$ cat config.mk
export PLATFORM = sky130hd
export DESIGN_NAME = sync_fifo_fwft
export DESIGN_NICKNAME = d
export VERILOG_FILES = /design/src/rtl/sync_fifo_fwft.sv
export SDC_FILE = /design/constraint.sdc
export NUM_CORES = 1
export LEC_CHECK = 0
export BUFFER_PORTS_ARGS = -buffer_cell sky130_fd_sc_hd__buf_2
export CORE_MARGIN = 5
export CORE_UTILIZATION = 50
export DETAILED_ROUTE_END_ITERATION = 6
export GPL_TIMING_DRIVEN = 0
export MAX_ROUTING_LAYER = met4
export PLACE_DENSITY = 0.77
export SYNTH_ARGS = -nofsm -noshare
export SYNTH_HDL_FRONTEND = slang
export SYNTH_SLANG_ARGS = --single-unit
$ cat constraint.sdc
create_clock -name clk -period 4.3 [get_ports clk]
set_clock_uncertainty 0.15 [all_clocks]
set_input_delay 0.645 -clock clk [delete_from_list [all_inputs] [get_ports clk]]
set_output_delay 0.645 -clock clk [all_outputs]
set_load 0.01 [all_outputs]
$ cat src/rtl/sync_fifo_fwft.sv
// Synchronous first-word-fall-through FIFO.
// The head entry is always visible on rd_data while the FIFO holds data.
// rd_data is forced to zero while empty, so stale storage is never exposed.
// Status flags are derived from the registered count only.
// Overflow and underflow are sticky error flags.
module sync_fifo_fwft #(
    parameter int DATA_W    = 8,
    parameter int DEPTH     = 16,
    parameter int AF_THRESH = DEPTH - 2,
    parameter int AE_THRESH = 2
) (
    input  logic                       clk,
    input  logic                       rst,
    input  logic                       wr_en,
    input  logic [DATA_W-1:0]          wr_data,
    input  logic                       rd_en,
    input  logic                       clr_err,
    output logic [DATA_W-1:0]          rd_data,
    output logic                       full,
    output logic                       empty,
    output logic                       almost_full,
    output logic                       almost_empty,
    output logic [$clog2(DEPTH):0]     count,
    output logic                       overflow,
    output logic                       underflow
);

    localparam int ADDR_W = $clog2(DEPTH);

    localparam logic [ADDR_W:0] DEPTH_C = (ADDR_W+1)'(DEPTH);
    localparam logic [ADDR_W:0] AF_C    = (ADDR_W+1)'(AF_THRESH);
    localparam logic [ADDR_W:0] AE_C    = (ADDR_W+1)'(AE_THRESH);

    // Storage is intentionally left without a reset.
    logic [DATA_W-1:0] mem [DEPTH];

    // Pointers carry one extra wrap bit, so they count modulo 2*DEPTH.
    logic [ADDR_W:0]   wr_ptr;
    logic [ADDR_W:0]   rd_ptr;
    logic [ADDR_W:0]   count_q;

    logic              wr_acc;
    logic              rd_acc;
    logic              ovf_set;
    logic              unf_set;

    // Status flags are decoded purely from registered state.
    // The same-cycle request inputs do not feed into them.
    always_comb begin
        full         = (count_q == DEPTH_C);
        empty        = (count_q == '0);
        almost_full  = (count_q >= AF_C);
        almost_empty = (count_q <= AE_C);
        count        = count_q;
    end

    // Accept/reject decisions.
    // Writes are refused only when full; reads are refused only when empty.
    always_comb begin
        wr_acc  = wr_en && !full;
        rd_acc  = rd_en && !empty;
        ovf_set = wr_en && full;
        unf_set = rd_en && empty;
    end

    // Head of queue falls through combinationally.
    // The output is masked to zero while the FIFO is empty.
    always_comb begin
        rd_data = '0;
        if (!empty)
            rd_data = mem[rd_ptr[ADDR_W-1:0]];
    end

    // Storage write port.
    // It is gated by rst so that a reset cycle never lands data.
    always_ff @(posedge clk) begin
        if (!rst && wr_acc)
            mem[wr_ptr[ADDR_W-1:0]] <= wr_data;
    end

    // Pointer and occupancy bookkeeping.
    // A simultaneous accepted read and write leaves the count unchanged.
    always_ff @(posedge clk) begin
        if (rst) begin
            wr_ptr  <= '0;
            rd_ptr  <= '0;
            count_q <= '0;
        end else begin
            if (wr_acc)
                wr_ptr <= wr_ptr + 1'b1;
            if (rd_acc)
                rd_ptr <= rd_ptr + 1'b1;
            case ({wr_acc, rd_acc})
                2'b10:   count_q <= count_q + 1'b1;
                2'b01:   count_q <= count_q - 1'b1;
                default: count_q <= count_q;
            endcase
        end
    end

    // Sticky error flags.
    // A new error event wins over clr_err in the same cycle.
    always_ff @(posedge clk) begin
        if (rst) begin
            overflow  <= 1'b0;
            underflow <= 1'b0;
        end else begin
            overflow  <= ovf_set | (overflow  & ~clr_err);
            underflow <= unf_set | (underflow & ~clr_err);
        end
    end

endmodule
==> results.md <==
* Status: completed
* Clock power frac at 0.360
* WP buf/inv at 2
* Max stage delay on crit path at 0.56 ns
* DRT Pass-1 Iters at 4
* Hold buffer count at CTS at 0
* Die Area at roughly 14000 um2
* Synth Instances at about 320
* Clk slew on worst S/H paths at around 0.06 ns
* Chip Width at between 100 and 150 um
* Initial Util at 0.514
* Peak supply drop at ~0.4 mV
* Slowest library cell on the worst path: buf_1
* Gr ovfl total at 0
* Area of the multi-input gates at 1590 um2
* Maxcap violations at 0
* R2r endpoint: count[4]$_SDFFE_PP0P_
* TritonCTS clock tree: yes
* Commonest non-fill, non-tap cell in the layout: edfxtp_1
* Highest-count cells in the layout ignoring fill and taps: edfxtp_1, mux4_2, nor2_1
* DRC viols at 0
* Syn-to-layout area delta at 15.5%
* Synth unique cells at 38
* Total power at 0.00396 W
* R2r startpoint: count[1]$_SDFFE_PP0P_
* Syn nets at between 300 and 400
* Share of cells above drive strength 1 at 0.303
* Worst Path Required at between 3 and 4 ns
* Dpl cells at between 400 and 500
* Crit path kind: reg2out
* First-pass GRT wire length at roughly 18 mm
* Crit path cell chain: buf_1, mux4_2, mux4_2, nor2b_1, buf_2
* Sequential fraction of the synthesis area at 0.714
* Site Rows at 39
* Number of diodes at 0
* Via count at 3061
* Min Tclk post-route at roughly 3.5 ns
* Leak at 2.29 nW
* WL per Instance at around 23 um
* Critical Path AT at 2.70 ns
* DR vias/cell at between 5 and 6
* Die Ht at between 100 and 150 um
* Area of placed instances at roughly 6200 um2
* Slew Viols, Final at 0
* Highest Clock Rate at 286 MHz
* WP depth at 5
* Detailed Place HPWL at 7.57 mm
* Most Frequent Cell on Critical Path: mux4_2
* RSZ-0062 raised after global routing: false
* Gpl congestion at between 0.8 and 0.9
* Vias in the first global route at approximately 3200
* Antenna violations before repair at 0
* Final non-filler cell total at between 500 and 600
* Largest net degree at the start of global routing at 17
* Hold Crit Class: reg2reg
* Worst R2R Setup Slack at 1.02 ns
* Switching share of total power at 0.267
* Tot GR Track Use at 0.186
* CTS Sinks at about 150
* Root Buffer Master: clkbuf_16
* Mean Syn Cell Area at approximately 19 um2
* Syn Std Cell Area at roughly 6000 um2
* Final setup vio count at 0
* Number of CTS-inserted buffers at 17
* Crit path max-delay family: multiplexers
* Sequential power share at 0.417
* Post-CTS Repair Setup Buffers at 0
* CP max FO at 10
* Clk buf depth at 2
* Core ar. at roughly 12000 um2
* Synthesis-stage register bit count at between 100 and 150
* Final WL at about 12 mm
* Power Dens Cells at ~580 nW/um2
* Io pins at 32
* Fillers at 830
* Post-layout util at 0.593
* Slew @ Worst Pin at 0.916 ns
* Slew headroom at 0.387
* Fin. Hold Viols at 0
* Insertion delay to the later sink of the worst-skew pair at between 0.4 and 0.5 ns
* H-tree Lvls at 4
* Initial drt markers at slightly below 300
* PortBufs at 31
* Part of the power in combinational logic at 0.222
* Post_cts resized at 0
* Setup TNS at 0 ns
* Nets at about 390
* Worst setup SP type: register
* Synth Warn # at 0
* Reg2Reg Depth at 12
* Final ANT Viol Nets at 0
* Reg area at 4220 um2
* Finished Cell Area at 6830 um2
* Power Internal at ~0.0029 W
* Psw at ~0.0011 W
* Crit. End Element: output pin
* Worst setup path end: rd_data[2]
* Fin crit share at 0.812
## metal layers
| layer | track usage | share of wire | vias to the layer above | wire length (um) |
|---|---|---|---|---|
| li1 | - | - | 1357 | - |
| met1 | 0.236 | 0.41 | 1553 | 4810 |
| met2 | 0.290 | 0.50 | 138 | 5910 |
| met3 | 0.0535 | 0.072 | 13 | 844 |
| met4 | 0.0673 | 0.019 | 0 | 221 |
| met5 | - | 0 | - | 0 |
## how the worst min path moves through the flow
stage	to	slack (ns)	cells after the start	from
after floorplan	register	0.32	2	rd_ptr[3]$_SDFFE_PP0P_
after global placement	register	0.34	2	rd_ptr[3]$_SDFFE_PP0P_
after detailed placement	rd_ptr[3]$_SDFFE_PP0P_	0.35	2	rd_ptr[3]$_SDFFE_PP0P_
after CTS	overflow$_SDFF_PP0_	0.36	3	wr_en
after global routing	underflow$_SDFF_PP0_	0.39	3	rd_en
final	rd_ptr[3]$_SDFFE_PP0P_	0.36	2	rd_ptr[3]$_SDFFE_PP0P_
## worst register-to-register path, cell delays in order, from the launching register on
cell	delay [ns]
dfxtp_1	0.30
buf_2	0.17
or3_4	0.43
o31a_1	0.25
buf_2	0.17
inv_1	0.07
ha_1	0.22
xor2_1	0.09
ha_1	0.24
nor3_1	0.29
a21oi_1	0.07
o32ai_1	0.35
mux2_1	0.35
## flip-flops by register name, indices dropped and copies added (netlist names), named ones only
register and count:
count 5, mem 128, overflow 1, rd_ptr 4
underflow 1, wr_ptr 4
## cells in the mapped netlist, drive strengths merged
master	count	area, um2
nand2b	1	6.26
nand2	10	37.5
o22ai	1	6.26
xor2	7	61.3
xnor2	2	17.5
inv	5	18.8
and3b	1	8.76
clkbuf	2	7.51
a31oi	1	6.26
or3	3	23.8
a21oi	3	15.0
nor4	2	18.8
nor2	38	143
ha	7	87.6
nor3	4	25.0
nand4	2	12.5
mux4	40	901
nand3	1	5.00
nand3b	1	7.51
o21ai	1	5.00
o32ai	1	8.76
or3b	2	17.5
a2111oi	1	8.76
dfxtp	19	380
nor3b	1	7.51
nor2b	11	68.8
edfxtp	128	3840
o31a	2	17.5
mux2i	4	40.0
mux2	2	22.5
buf	13	77.6
a211oi	1	7.51
## power by group through the flow
stage	registers, W	logic [W]	clock network [W]
6_report	0.00165	0.000880	0.00143
5_1_grt	0.00166	0.000962	0.00152
4_1_cts	0.00165	0.000895	0.00145
3_5_place_dp	0.00168	0.000887	0
3_3_place_gp	0.00168	0.000863	0
2_1_floorplan	0.00168	0.000599	0
## layout make-up
cell class	count	area share
Clock inverter	8	0.0104
Buffer	15	0.0125
Clock buffer	24	0.0751
Timing Repair Buffer	31	0.0227
Sequential cell	147	0.618
Multi-Input combinational cell	150	0.232
Inverter	5	0.00275
Tap cell	143	0.0262
## through the flow
step                hold slack, ns  setup slack, ns
floorplan                    0.322             1.31
global placement             0.336             1.16
detailed placement           0.350             1.06
CTS                          0.362            0.754
global route                 0.392            0.704
finish                       0.363            0.807
## cells by family (layout without fill, tap and decap cells)
group,count (synthesis),count (layout),synth area share
simple gates,77,77,0.0645
mux,46,46,0.163
xor+xnor,9,9,0.0133
buf+inv,20,83,0.0176
fa+ha+maj,7,7,0.0148
compound gates,11,11,0.0127
flops,147,147,0.714
Note: power is estimated with default switching activity, not from simulation.
